File: src/rtl/tdm_pkg.sv
// Shared types for the TDM multiplier scheduler: mode encoding, counter width
// and the id tag that travels alongside each issued multiply.
package tdm_pkg;

  typedef enum logic {
    MODE_TDM = 1'b0,
    MODE_WC  = 1'b1
  } mode_e;

  localparam int IDLE_CNT_W   = 16;
  localparam int TAG_ID_MAX_W = 3;

  typedef struct packed {
    logic                    vld;
    logic [TAG_ID_MAX_W-1:0] id;
  } tag_t;

endpackage

File: src/rtl/rr_arbiter.sv
// Rotate-priority pick: first asserted req_valid found scanning from ptr upward,
// wrapping modulo NUM_REQ. Purely combinational; the caller owns ptr.
module rr_arbiter #(
  parameter int NUM_REQ = 2,
  parameter int ID_W    = 1
) (
  input  logic [NUM_REQ-1:0] req_valid,
  input  logic [ID_W-1:0]    ptr,
  output logic [NUM_REQ-1:0] grant,
  output logic [ID_W-1:0]    grant_id,
  output logic               any_grant
);

  logic [ID_W-1:0] idx;

  always_comb begin
    grant     = '0;
    grant_id  = '0;
    any_grant = 1'b0;
    idx       = '0;
    for (int k = 0; k < NUM_REQ; k++) begin
      idx = ID_W'((int'(ptr) + k) % NUM_REQ);
      if (!any_grant && req_valid[idx]) begin
        any_grant  = 1'b1;
        grant[idx] = 1'b1;
        grant_id   = idx;
      end
    end
  end

endmodule

File: src/rtl/tdm_mult_scheduler.sv
// Shares one pipelined multiplier among NUM_REQ requesters using strict TDM slots
// or work-conserving round-robin, returning each product tagged with its owner id.
module tdm_mult_scheduler
  import tdm_pkg::*;
#(
  parameter int NUM_REQ  = 2,
  parameter int WIDTH_A  = 8,
  parameter int WIDTH_B  = 8,
  parameter int MULT_LAT = 3,
  parameter int ID_W     = (NUM_REQ > 1) ? $clog2(NUM_REQ) : 1
) (
  input  logic                              clk,
  input  logic                              rst,
  input  logic                              mode,
  input  logic [NUM_REQ-1:0]                req_valid,
  output logic [NUM_REQ-1:0]                req_ready,
  input  logic [NUM_REQ-1:0][WIDTH_A-1:0]   req_a,
  input  logic [NUM_REQ-1:0][WIDTH_B-1:0]   req_b,
  output logic [WIDTH_A-1:0]                mult_a,
  output logic [WIDTH_B-1:0]                mult_b,
  input  logic [WIDTH_A+WIDTH_B-1:0]        mult_p,
  output logic                              rsp_valid,
  output logic [ID_W-1:0]                   rsp_id,
  output logic [WIDTH_A+WIDTH_B-1:0]        rsp_data,
  output logic [IDLE_CNT_W-1:0]             idle_cnt
);

  function automatic logic [ID_W-1:0] wrap_inc(input logic [ID_W-1:0] p);
    return (p == ID_W'(NUM_REQ - 1)) ? '0 : p + 1'b1;
  endfunction

  function automatic logic [IDLE_CNT_W-1:0] sat_inc(input logic [IDLE_CNT_W-1:0] c);
    return (&c) ? c : c + 1'b1;
  endfunction

  logic [ID_W-1:0]       ptr;
  logic [ID_W-1:0]       ptr_nxt;
  logic [NUM_REQ-1:0]    wc_grant;
  logic [ID_W-1:0]       wc_id;
  logic                  wc_any;
  logic [NUM_REQ-1:0]    grant;
  logic [ID_W-1:0]       grant_id;
  logic                  any_grant;
  logic                  slot_lost;
  logic [WIDTH_A-1:0]    mult_a_p0;
  logic [WIDTH_B-1:0]    mult_b_p0;
  logic [IDLE_CNT_W-1:0] idle_cnt_q;
  tag_t                  tag_p [MULT_LAT+1];

  rr_arbiter #(
    .NUM_REQ (NUM_REQ),
    .ID_W    (ID_W)
  ) u_arb (
    .req_valid (req_valid),
    .ptr       (ptr),
    .grant     (wc_grant),
    .grant_id  (wc_id),
    .any_grant (wc_any)
  );

  // In TDM the slot always moves on; in WC ptr only moves past a winner.
  always_comb begin
    grant     = '0;
    grant_id  = ptr;
    any_grant = 1'b0;
    ptr_nxt   = ptr;
    slot_lost = 1'b0;
    if (mode_e'(mode) == MODE_TDM) begin
      grant[ptr] = req_valid[ptr];
      any_grant  = req_valid[ptr];
      slot_lost  = !req_valid[ptr];
      ptr_nxt    = wrap_inc(ptr);
    end else begin
      grant     = wc_grant;
      grant_id  = wc_id;
      any_grant = wc_any;
      if (wc_any) ptr_nxt = wrap_inc(wc_id);
    end
  end

  assign req_ready = rst ? grant : '0;

  // Stage p0: issue register feeding the multiplier; tag_p[1..MULT_LAT] track its latency.
  always_ff @(posedge clk or negedge rst) begin
    if (!rst) begin
      ptr        <= '0;
      mult_a_p0  <= '0;
      mult_b_p0  <= '0;
      idle_cnt_q <= '0;
      for (int s = 0; s <= MULT_LAT; s++) tag_p[s] <= '0;
    end else begin
      ptr <= ptr_nxt;
      if (slot_lost) idle_cnt_q <= sat_inc(idle_cnt_q);
      if (any_grant) begin
        mult_a_p0 <= req_a[grant_id];
        mult_b_p0 <= req_b[grant_id];
        tag_p[0]  <= '{vld: 1'b1, id: TAG_ID_MAX_W'(grant_id)};
      end else begin
        mult_a_p0 <= '0;
        mult_b_p0 <= '0;
        tag_p[0]  <= '0;
      end
      for (int s = 1; s <= MULT_LAT; s++) tag_p[s] <= tag_p[s-1];
    end
  end

  assign mult_a    = mult_a_p0;
  assign mult_b    = mult_b_p0;
  assign rsp_valid = tag_p[MULT_LAT].vld;
  assign rsp_id    = ID_W'(tag_p[MULT_LAT].id);
  assign rsp_data  = mult_p;
  assign idle_cnt  = idle_cnt_q;

endmodule

File: config.mk
export PLATFORM = sky130hd
export DESIGN_NAME = tdm_mult_scheduler
export DESIGN_NICKNAME = d
export VERILOG_FILES = /design/src/rtl/tdm_pkg.sv /design/src/rtl/rr_arbiter.sv /design/src/rtl/tdm_mult_scheduler.sv
export SDC_FILE = /design/constraint.sdc
export NUM_CORES = 1
export LEC_CHECK = 0
export BUFFER_PORTS_ARGS = -buffer_cell sky130_fd_sc_hd__buf_2
export CORE_MARGIN = 1
export CORE_UTILIZATION = 46
export CTS_BUF_LIST = sky130_fd_sc_hd__clkbuf_4 sky130_fd_sc_hd__clkbuf_8
export CTS_CLUSTER_SIZE = 30
export DETAILED_ROUTE_END_ITERATION = 10
export PLACE_DENSITY = 0.82
export SYNTH_ARGS = -nofsm -noshare
export SYNTH_HDL_FRONTEND = slang
export SYNTH_SLANG_ARGS = --single-unit
export TNS_END_PERCENT = 50
File: constraint.sdc
create_clock -name clk -period 2.39 [get_ports clk]
set_input_delay 0.717 -clock clk [delete_from_list [all_inputs] [get_ports clk]]
set_output_delay 0.717 -clock clk [all_outputs]
set_load 0.05 [all_outputs]
==> impl_summary.log, run 1 <==
[metrics] cells resized by post-CTS repair: 0
[metrics] Largest stage delay, worst path: between 200 and 300 ps
[metrics] logic depth of the worst register-to-register path: 5
[metrics] total number of placement rows: 23
[metrics] TritonCTS sink count: a little over 40
[metrics] Sw Ratio: approximately two fifths
[metrics] hold-fix buffer count after cts: 0
[metrics] post-detailed-route count of antenna-violating nets: 0
[metrics] RSZ-0062 raised after global routing: no
[metrics] number of synthesized register bits: 41
[metrics] end-of-flow core utilization: roughly three fifths
[metrics] source-to-sink clock delay at the later pin of the worst-skew pair: 300 ps
[metrics] Power per Cell Area: roughly 870 mW/mm^2
[metrics] share of the synthesized area in compound gates (AO/OA/AOI/OAI): under 10%
[metrics] Synth warnings: 0
[metrics] maximum number of pins on one net before global-route repair: 39
[metrics] number of non-filler instances in the completed layout: about 280
[metrics] Pre-antenna DRT Iters: 5
[metrics] worst setup path start: mode
[metrics] clock slew at the register clock pins of the worst setup and hold paths: roughly 70 ps
[metrics] combinational family with the most area after synthesis: simple AND/OR/NAND/NOR gates
[metrics] critical path data arrival time: approximately 1500 ps
[metrics] final hold violation count: 0
[metrics] average detailed-routed wire length per instance: 13.30 microns
[metrics] Setup Buffers After CTS: 0
[metrics] die span in x: between 60 and 70 microns
[metrics] first-iteration detailed-routing DRC count: 31
[metrics] # Max-Cap Violations: 0
[metrics] Synth Net Count: ~220
[metrics] post-synthesis sequential area ratio: 53.39%
[metrics] half-perimeter wire length after placement: between 2000 and 3000 microns
[metrics] Max Freq: 449.4 MHz
[metrics] peak supply drop: about 0.6 mV
[metrics] Reg-to-Reg Start: idle_cnt[0]
[metrics] Reg-to-Reg End: idle_cnt[1]
[metrics] multiplexer area fraction after synthesis: between 10 and 15%
[metrics] routed via count divided by cell count: ~5
[metrics] # setup viols final: 0
[metrics] Setup crit end kind: output pin
[metrics] type of the worst setup path: primary input to output pin
[metrics] area grow syn2layout: 22.01%
[metrics] adder-cell share of the synthesized area: less than 1%
[metrics] placement-stage worst setup slack: roughly 170 ps
[metrics] Startpoint Class: primary input
[metrics] cell count after placement: about 270
[metrics] power share of the combinational group: 32.1%
[metrics] slack of the worst reg-to-reg path: ~440 ps
[metrics] H-tree lvl count: 2
[metrics] simple-gate area share of the yosys netlist: between 10% and 20%
[metrics] placeable core area: 0.004000 sq mm
[metrics] highest net fanout along the worst path: 6
[metrics] crit path max-delay cell type: sky130_fd_sc_hd__buf_2
[metrics] net switching power: approximately 0.79 mW
[metrics] total power: roughly 2.0 mW
[metrics] CTS Buf Count: 5
[metrics] cell internal pwr: approximately 1.2 mW
[metrics] fraction of power consumed by the clock network: between 20% and 30%
[metrics] Inserted Diodes: 0
[metrics] area of the mapped netlist: between 0.0015 and 0.002 sq mm
[metrics] total wire length after detailed routing: 3710 microns
[metrics] gate count after technology mapping: 163
[metrics] buffer type at the clock tree root: sky130_fd_sc_hd__clkbuf_8
[metrics] DP Area: about 0.0022 sq mm
[metrics] outcome: finished clean
[metrics] fraction of final layout cells with drive strength greater than 1: roughly two fifths
[metrics] worst clock skew: ~9.4 ps
[metrics] fraction of power consumed by sequential logic: 43.3%
[metrics] end of the critical path: req_ready[0]
[metrics] Netlist cell types: 34
[metrics] path length in cells of the critical path: 5
[metrics] setup slack of the critical path after layout: roughly 160 ps
[metrics] initial antenna violation count: 0
[metrics] total die area: 0.004440 sq mm
[metrics] most prevalent standard cell on the critical path: sky130_fd_sc_hd__buf_2
[metrics] clock tree from TritonCTS: built
[metrics] Tightest Hold Check Type: primary input to asynchronous set/reset pin
[metrics] number of global-route vias before repair: 1329
[metrics] critical path data required time: 1670 ps
[metrics] remaining global-route overflow: 0
[metrics] post-synthesis share of cell area spent on xor and xnor gates: around 5.9%
[metrics] post-route worst hold slack: between 200 and 250 ps
[metrics] leakage power: 1.215 nW
[metrics] cell family with most CP delay: buffers and inverters
[metrics] height of the die: ~67 microns
[metrics] average size of a mapped cell: around 12 sq um
[metrics] final critical path time including I/O delays and setup: approximately 2200 ps
[metrics] starting utilization of the core area: between 40% and 50%
[metrics] total I/O pin count: about 110
[metrics] setup total negative slack: 0 ps
[metrics] relative slew slack: 69.19%
[metrics] IO Port Bufs: 72
[metrics] post-route cell area: 0.002345 sq mm
[metrics] first-pass GRT wire length: between 5000 and 6000 microns
[metrics] routed vias: approximately 1400
[metrics] slew at the pin closest to its max-slew limit: between 400 and 500 ps
[metrics] Clock Path Buffers: 2
[metrics] critical path buffer and inverter count: 3
[metrics] final critical-path share of the clock period: between 90% and 100%
[metrics] cell chain of the critical path: buf_2 > buf_4 > nand2b_1 > a21oi_2 > buf_2
[metrics] DRC Markers: 0
[metrics] number of nets in the layout: approximately 280
[metrics] number of slew-limit violations in the final report: 0
[metrics] layout filler cell count: 331
[metrics] final estimated routing congestion in global placement: 0.8451
[metrics] global-route total usage across every layer: 18.69%
state kept, by name, summed over array words and instances (netlist names):
| name | flops |
|---|---|
| idle_cnt | 16 |
| mult_a | 8 |
| mult_b | 8 |
| ptr | 1 |
| rsp_id | 1 |
| rsp_valid | 1 |
| tag_p | 6 |
layout by cell type, fill, tap and decap left out, drive strengths merged, types with 3 or more instances in the layout:
master / n
buf: 77
dfrtp: 41
nor2: 19
mux2i: 17
xnor2: 13
nand3: 10
clkbuf: 7
nand2: 7
nand4: 7
and3: 5
and2: 3
mux2: 3
cells in the mapped netlist:
library cell	n	area share (%)
sky130_fd_sc_hd__nor2_1	18	3.5
sky130_fd_sc_hd__mux2i_1	17	8.9
sky130_fd_sc_hd__mux2_4	2	1.6
sky130_fd_sc_hd__o21a_1	1	0.39
sky130_fd_sc_hd__nor4_2	1	0.65
sky130_fd_sc_hd__o2111ai_1	1	0.46
sky130_fd_sc_hd__clkbuf_1	1	0.20
sky130_fd_sc_hd__inv_1	1	0.20
sky130_fd_sc_hd__nor2b_1	1	0.33
sky130_fd_sc_hd__nand2b_1	2	0.65
sky130_fd_sc_hd__nor3_1	1	0.26
sky130_fd_sc_hd__nand2_1	6	1.2
sky130_fd_sc_hd__nand3_1	10	2.6
sky130_fd_sc_hd__nor4b_4	1	1.2
sky130_fd_sc_hd__and2_1	3	0.98
sky130_fd_sc_hd__a31oi_1	2	0.65
sky130_fd_sc_hd__nor2_2	1	0.33
sky130_fd_sc_hd__o21ai_1	1	0.26
sky130_fd_sc_hd__buf_6	1	0.59
sky130_fd_sc_hd__xnor2_1	13	5.9
sky130_fd_sc_hd__o21ai_2	1	0.46
sky130_fd_sc_hd__ha_1	1	0.65
sky130_fd_sc_hd__a21oi_1	1	0.26
sky130_fd_sc_hd__or4_4	1	0.59
sky130_fd_sc_hd__nand2_4	1	0.59
sky130_fd_sc_hd__nor4_1	1	0.33
sky130_fd_sc_hd__o22ai_2	1	0.65
sky130_fd_sc_hd__nand3b_1	1	0.39
sky130_fd_sc_hd__buf_4	17	6.6
sky130_fd_sc_hd__and3_1	5	1.6
sky130_fd_sc_hd__mux2_1	1	0.59
sky130_fd_sc_hd__dfrtp_1	41	53
sky130_fd_sc_hd__nand4_1	6	2.0
sky130_fd_sc_hd__nand4_4	1	1.1
cells by family (layout without fill, tap and decap cells):
| family | Yosys count | in the layout |
|---|---|---|
| AOI/OAI and AO/OA | 8 | 8 |
| xor gates and xnor gates | 13 | 13 |
| adders and majority gates | 1 | 1 |
| buffers and inverters | 20 | 86 |
| DFF | 41 | 41 |
| muxes | 20 | 20 |
| and+or+nand+nor | 60 | 60 |
metal layers:
layer / global-route usage, % / wire [microns] / up-vias
met5: 0 / 0 / -
met1: 21.66 / 1560 / 658
met2: 28.54 / 1741 / 68
met4: 11.17 / 82 / 0
li1: - / - / 677
met3: 7.877 / 326 / 8
worst min-delay path by stage:
stage          slack, ps        end
2_1_floorplan        330     rsp_id
3_3_place_gp         330     rsp_id
3_5_place_dp         330   tag_p[7]
4_1_cts              220  mult_a[7]
5_1_grt              210  mult_b[3]
6_report             220  mult_a[7]
final cells by class:
type                       count  area [sq um]  area share [%]
sequential                    41          1026           43.76
multi-input combinational    102         753.2           32.12
timing repair buffer          77         397.9           16.97
clock buffer                   7         96.34           4.109
tap                           50         62.56           2.668
clock inverter                 1         5.005          0.2134
inverter                       1         3.754          0.1601
power by group through the flow:
stage | clock network [mW] | logic (mW) | registers, mW
3_3_place_gp | 0 | 0.644 | 0.888
6_report | 0.499 | 0.653 | 0.881
5_1_grt | 0.537 | 0.697 | 0.897
4_1_cts | 0.505 | 0.661 | 0.882
2_1_floorplan | 0 | 0.271 | 1.16
3_5_place_dp | 0 | 0.659 | 0.895
Power figures use the tool's default switching activity.
==> run 2: changes to the inputs <==
--- a/config.mk
+++ b/config.mk
@@ -6,12 +6,11 @@
 export NUM_CORES = 1
 export LEC_CHECK = 0
 export BUFFER_PORTS_ARGS = -buffer_cell sky130_fd_sc_hd__buf_2
-export CORE_MARGIN = 1
-export CORE_UTILIZATION = 46
+export CORE_MARGIN = 2
+export CORE_UTILIZATION = 25
 export CTS_BUF_LIST = sky130_fd_sc_hd__clkbuf_4 sky130_fd_sc_hd__clkbuf_8
 export CTS_CLUSTER_SIZE = 30
 export DETAILED_ROUTE_END_ITERATION = 10
-export PLACE_DENSITY = 0.82
 export SYNTH_ARGS = -nofsm -noshare
 export SYNTH_HDL_FRONTEND = slang
 export SYNTH_SLANG_ARGS = --single-unit
==> impl_summary.log, run 2 (synthesis gave the netlist of run 1 again) <==
[metrics] final estimated routing congestion in global placement: 0.8090 (-4.3%)
[metrics] initial antenna violation count: 0 (unchanged)
[metrics] Sw Ratio: 39.91% (+1.2 points)
[metrics] RSZ-0062 raised after global routing: no
[metrics] number of nets in the layout: 283 (+0.35%)
[metrics] half-perimeter wire length after placement: 3114 microns (+13%)
[metrics] H-tree lvl count: 2 (unchanged)
[metrics] layout filler cell count: 761 (+130%)
[metrics] setup total negative slack: 0 ps (unchanged)
[metrics] Startpoint Class: primary input
[metrics] worst clock skew: 9.207 ps (-0.2044 ps)
[metrics] Pre-antenna DRT Iters: 4 (-1)
[metrics] number of slew-limit violations in the final report: 0 (unchanged)
[metrics] power share of the combinational group: 32.7% (+0.6 points)
[metrics] number of global-route vias before repair: 1400 (+5.3%)
[metrics] Clock Path Buffers: 2 (unchanged)
[metrics] average detailed-routed wire length per instance: 12.37 microns (-6.9%)
[metrics] cells resized by post-CTS repair: 0 (unchanged)
[metrics] first-iteration detailed-routing DRC count: 66 (+110%)
[metrics] post-detailed-route count of antenna-violating nets: 0 (unchanged)
[metrics] cell chain of the critical path: buf_2 > nor2b_1 > o21a_1 > and2_1 > buf_2
[metrics] type of the worst setup path: primary input to output pin
[metrics] cell family with most CP delay: buffers and inverters
[metrics] CTS Buf Count: 5 (unchanged)
[metrics] Setup Buffers After CTS: 0 (unchanged)
[metrics] Inserted Diodes: 0 (unchanged)
[metrics] Power per Cell Area: 832.9 mW/mm^2 (-3.9%)
[metrics] routed via count divided by cell count: 4.298 (-15%)
[metrics] buffer type at the clock tree root: sky130_fd_sc_hd__clkbuf_8
[metrics] highest net fanout along the worst path: 4 (-2)
[metrics] net switching power: 0.7990 mW (+1.6%)
[metrics] IO Port Bufs: 72 (unchanged)
[metrics] DP Area: 0.002312 sq mm (+3.1%)
[metrics] post-route worst hold slack: 249.5 ps (+26.84 ps)
[metrics] source-to-sink clock delay at the later pin of the worst-skew pair: 290 ps (about the same)
[metrics] leading cell types in the layout, fill and taps excluded: sky130_fd_sc_hd__buf_2 (72), sky130_fd_sc_hd__dfrtp_1 (41), sky130_fd_sc_hd__nor2_1 (18)
[metrics] global-route total usage across every layer: 10.25% (-8.4 points)
[metrics] final critical path time including I/O delays and setup: 2238 ps (+13.07 ps)
[metrics] relative slew slack: 75.44% (+6.2 points)
[metrics] routed vias: 1414 (+0.21%)
[metrics] outcome: finished clean
[metrics] cell internal pwr: 1.203 mW (-3.5%)
[metrics] placeable core area: 0.007331 sq mm (+83%)
[metrics] clock tree from TritonCTS: built
[metrics] peak supply drop: 0.2395 mV (-60%)
[metrics] fraction of final layout cells with drive strength greater than 1: 42.17% (+0.25 points)
[metrics] critical path data arrival time: 1520 ps (about the same)
[metrics] critical path data required time: 1670 ps (about the same)
[metrics] fraction of power consumed by the clock network: 23.2% (-1.3 points)
[metrics] maximum number of pins on one net before global-route repair: 29 (-26%)
[metrics] most prevalent standard cell on the critical path: sky130_fd_sc_hd__buf_2
[metrics] flip-flop count of the largest register after layout: 16 (unchanged)
[metrics] area grow syn2layout: 25.07%
[metrics] Max Freq: 446.8 MHz (-0.58%)
[metrics] leakage power: 1.207 nW (-0.71%)
[metrics] critical path buffer and inverter count: 2 (-1)
[metrics] die span in x: 91.68 microns (+38%)
[metrics] remaining global-route overflow: 0 (unchanged)
[metrics] hold-fix buffer count after cts: 0 (unchanged)
[metrics] height of the die: 91.68 microns (+38%)
[metrics] # Max-Cap Violations: 0 (unchanged)
[metrics] final hold violation count: 0 (unchanged)
[metrics] first-pass GRT wire length: 6775 microns (+15%)
[metrics] # setup viols final: 0 (unchanged)
[metrics] final critical-path share of the clock period: 93.65% (+0.55 points)
[metrics] Tightest Hold Check Type: primary input to asynchronous set/reset pin
[metrics] clock slew at the register clock pins of the worst setup and hold paths: 80 ps (about the same)
[metrics] fraction of power consumed by sequential logic: 44.0% (+0.7 points)
[metrics] total I/O pin count: 105 (unchanged)
[metrics] crit path max-delay cell type: sky130_fd_sc_hd__buf_2
[metrics] Largest stage delay, worst path: 260 ps (about the same)
[metrics] Setup crit end kind: output pin
[metrics] total number of placement rows: 31 (+35%)
[metrics] total wire length after detailed routing: 4071 microns (+9.7%)
[metrics] DRC Markers: 0 (unchanged)
[metrics] slew at the pin closest to its max-slew limit: 365.3 ps (-96.77 ps)
[metrics] most frequent standard cell in the layout excluding fill and tap cells: sky130_fd_sc_hd__buf_2
[metrics] total die area: 0.008404 sq mm (+89%)
[metrics] starting utilization of the core area: 26.22% (-22 points)
[metrics] post-route cell area: 0.002404 sq mm (+2.5%)
[metrics] TritonCTS sink count: 41 (unchanged)
run 2: worst paths after layout:
| kind | endpoint | depth (start not counted) | startpoint | slack (ps) |
|---|---|---|---|---|
| max | req_ready[1] | 5 | req_valid[0] | 150 |
| min | mult_a[0] | 1 | rst | 250 |
| max reg2reg | idle_cnt[1] | 5 | idle_cnt[1] | 380 |
| min reg2reg | rsp_valid | 0 | tag_p[7] | 350 |
| max in group asynchronous | tag_p[4] | 2 | rst | 1550 |
| min in group clk | rsp_valid | 0 | tag_p[7] | 350 |
run 2: metrics by stage:
stage	total power [mW]	std cells	util, %	setup WS (ps)
floorplan	1.434	163	-	169.4
global placement	1.546	321	31.54	144.3
detailed placement	1.562	321	31.54	140.7
CTS	2.029	329	32.79	135.6
global route	2.115	329	32.79	103.3
finish	2.002	329	32.79	151.8
run 2: area by class of cell:
cell class	count	area [sq um]	area share (%)
Multi-Input combinational cell	102	753.2	31.34
Sequential cell	41	1026	42.69
Clock inverter	2	15.01	0.6247
Timing Repair Buffer	78	405.4	16.87
Tap cell	99	123.9	5.154
Clock buffer	6	76.32	3.175
Inverter	1	3.754	0.1562
run 2: per-layer routing:
layer / track usage [%] / share of wire [%]
met3: 3.862 / 9.2
met1: 13.54 / 46
met2: 15.69 / 43
met4: 2.904 / 1.1
met5: 0 / 0
run 2: power by group through the flow:
stage / sequential (mW) / clock [mW] / combinational (mW)
5_1_grt: 0.900 / 0.515 / 0.700
3_3_place_gp: 0.892 / 0 / 0.654
3_5_place_dp: 0.895 / 0 / 0.666
2_1_floorplan: 1.16 / 0 / 0.271
6_report: 0.881 / 0.465 / 0.655
4_1_cts: 0.885 / 0.477 / 0.667
==> run 3: changes to the inputs <==
--- a/config.mk
+++ b/config.mk
@@ -5,7 +5,7 @@
 export SDC_FILE = /design/constraint.sdc
 export NUM_CORES = 1
 export LEC_CHECK = 0
-export BUFFER_PORTS_ARGS = -buffer_cell sky130_fd_sc_hd__buf_2
+export BUFFER_PORTS_ARGS = -buffer_cell sky130_fd_sc_hd__buf_4
 export CORE_MARGIN = 2
 export CORE_UTILIZATION = 25
 export CTS_BUF_LIST = sky130_fd_sc_hd__clkbuf_4 sky130_fd_sc_hd__clkbuf_8
==> impl_summary.log, run 3 (synthesis gave the netlist of run 1 again) <==
[metrics] outcome: finished clean
[metrics] most prevalent standard cell on the critical path: sky130_fd_sc_hd__buf_4
[metrics] number of slew-limit violations in the final report: 0 (unchanged)
[metrics] post-route worst hold slack: 232.1 ps (-17.37 ps)
[metrics] total power: 2.057 mW (+2.8%)
[metrics] final hold violation count: 0 (unchanged)
[metrics] final estimated routing congestion in global placement: 0.8399 (+3.8%)
[metrics] number of non-filler instances in the completed layout: 328 (-0.30%)
[metrics] first-pass GRT wire length: 6782 microns (+0.10%)
[metrics] total wire length after detailed routing: 4069 microns (about the same)
[metrics] total number of placement rows: 31 (unchanged)
[metrics] Max Freq: 440.6 MHz (-1.4%)
[metrics] worst clock skew: 6.109 ps (-3.098 ps)
[metrics] relative slew slack: 73.91% (-1.5 points)
[metrics] peak supply drop: 0.2165 mV (-9.6%)
[metrics] buffer type at the clock tree root: sky130_fd_sc_hd__clkbuf_8
[metrics] global-route total usage across every layer: 10.36% (+0.10 points)
[metrics] post-detailed-route count of antenna-violating nets: 0 (unchanged)
[metrics] Setup crit end kind: output pin
[metrics] CTS Buf Count: 5 (unchanged)
[metrics] final critical path time including I/O delays and setup: 2270 ps (+31.54 ps)
[metrics] # Max-Cap Violations: 0 (unchanged)
[metrics] most frequent standard cell in the layout excluding fill and tap cells: sky130_fd_sc_hd__buf_4
[metrics] Reg-to-Reg End: idle_cnt[1]
[metrics] cell chain of the critical path: buf_4 > nor2b_1 > o21a_1 > and2_1 > buf_4
[metrics] height of the die: 91.68 microns (unchanged)
[metrics] die span in x: 91.68 microns (unchanged)
[metrics] Pre-antenna DRT Iters: 4 (unchanged)
[metrics] H-tree lvl count: 2 (unchanged)
[metrics] total I/O pin count: 105 (unchanged)
[metrics] fraction of final layout cells with drive strength greater than 1: 41.92% (-0.25 points)
[metrics] placeable core area: 0.007331 sq mm (unchanged)
[metrics] Startpoint Class: primary input
[metrics] remaining global-route overflow: 0 (unchanged)
[metrics] DRC Markers: 0 (unchanged)
[metrics] Clock Path Buffers: 2 (unchanged)
[metrics] slew at the pin closest to its max-slew limit: 388.4 ps (+23.12 ps)
[metrics] setup total negative slack: 0 ps (unchanged)
[metrics] end of the critical path: req_ready[1]
[metrics] final critical-path share of the clock period: 94.97% (+1.3 points)
[metrics] Reg-to-Reg Start: idle_cnt[0]
[metrics] slack of the worst reg-to-reg path: 440 ps (+60 ps)
[metrics] critical path data required time: 1670 ps (about the same)
[metrics] half-perimeter wire length after placement: 3097 microns (-0.56%)
[metrics] area grow syn2layout: 34.05%
[metrics] clock slew at the register clock pins of the worst setup and hold paths: 70 ps (about the same)
[metrics] initial antenna violation count: 0 (unchanged)
[metrics] flip-flop count of the largest register after layout: 16 (unchanged)
[metrics] hold-fix buffer count after cts: 0 (unchanged)
[metrics] Inserted Diodes: 0 (unchanged)
[metrics] starting utilization of the core area: 26.22% (unchanged)
[metrics] type of the worst setup path: primary input to output pin
[metrics] cells resized by post-CTS repair: 0 (unchanged)
[metrics] Power per Cell Area: 798.5 mW/mm^2 (-4.1%)
[metrics] maximum number of pins on one net before global-route repair: 21 (-28%)
[metrics] # setup viols final: 0 (unchanged)
[metrics] TritonCTS sink count: 41 (unchanged)
[metrics] Largest stage delay, worst path: 220 ps (-40 ps)
[metrics] total die area: 0.008404 sq mm (unchanged)
[metrics] number of global-route vias before repair: 1428 (+2.0%)
[metrics] routed vias: 1412 (-0.14%)
[metrics] logic depth of the worst register-to-register path: 5 (unchanged)
[metrics] leading cell types in the layout, fill and taps excluded: sky130_fd_sc_hd__buf_4 (77), sky130_fd_sc_hd__dfrtp_1 (41), sky130_fd_sc_hd__nor2_1 (18)
[metrics] routed via count divided by cell count: 4.305 (+0.16%)
[metrics] clock tree from TritonCTS: built
[metrics] RSZ-0062 raised after global routing: no
[metrics] crit path max-delay cell type: sky130_fd_sc_hd__nor2b_1
[metrics] worst setup path start: req_valid[0]
[metrics] Setup Buffers After CTS: 0 (unchanged)
[metrics] source-to-sink clock delay at the later pin of the worst-skew pair: 290 ps (about the same)
[metrics] number of nets in the layout: 282 (-0.35%)
[metrics] first-iteration detailed-routing DRC count: 67 (+1.5%)
[metrics] cell count after placement: 320 (-0.31%)
[metrics] highest net fanout along the worst path: 4 (unchanged)
[metrics] IO Port Bufs: 72 (unchanged)
[metrics] Tightest Hold Check Type: primary input to asynchronous set/reset pin
[metrics] average detailed-routed wire length per instance: 12.41 microns (+0.26%)
[metrics] critical path data arrival time: 1550 ps (+30 ps)
[metrics] leakage power: 1.253 nW (+3.8%)
==> run 3: changes by cell type in the layout (fill, tap and decap cells not counted), sizes merged <==
cell | previous run | this run
clkinvlp | 2 | 0
buf | 78 | 77
clkbuf | 6 | 8
==> run 3: routing by layer <==
layer	global-route usage, %	part of all wire [%]
met5	0	0
met3	5.177	11
met4	3.283	1.4
met1	12.92	43
met2	15.63	45
==> run 3: how the worst min path moves through the flow <==
stage                   start  slack [ps]           to
CTS                       rst         220  idle_cnt[5]
global placement    tag_p[11]         330     tag_p[7]
finish                    rst         230  idle_cnt[5]
detailed placement   tag_p[7]         330    rsp_valid
global route              rst         220  idle_cnt[5]
floorplan            tag_p[4]         330       rsp_id
==> run 3: area by class of cell <==
| type | count | area [sq um] |
|---|---|---|
| fill | 750 | 4755 |
| sequential | 41 | 1026 |
| multi-input combinational | 102 | 753.2 |
| timing repair buffer | 77 | 578.1 |
| tap | 99 | 123.9 |
| clock buffer | 8 | 91.34 |
| inverter | 1 | 3.754 |
==> run 3: power by group <==
group          leakage [nW]  internal, mW  switching (mW)
clock network        0.0498         0.242           0.221
registers             0.525         0.785          0.0989
logic                 0.678         0.263           0.448
==> run 3: metrics by stage <==
step | setup WS, ps | instance area (sq um) | util [%]
global route | 32.79 | 2576 | 35.14
floorplan | 169.4 | 1926 | -
global placement | 114.9 | 2485 | 33.90
finish | 120.3 | 2576 | 35.14
detailed placement | 92.58 | 2485 | 33.90
CTS | 94.15 | 2576 | 35.14
==> run 3: critical path, delay by kind of cell <==
family          cells  cell delay (ps)
simple gates        2              360
compound gates      1              160
buf+inv             2              320
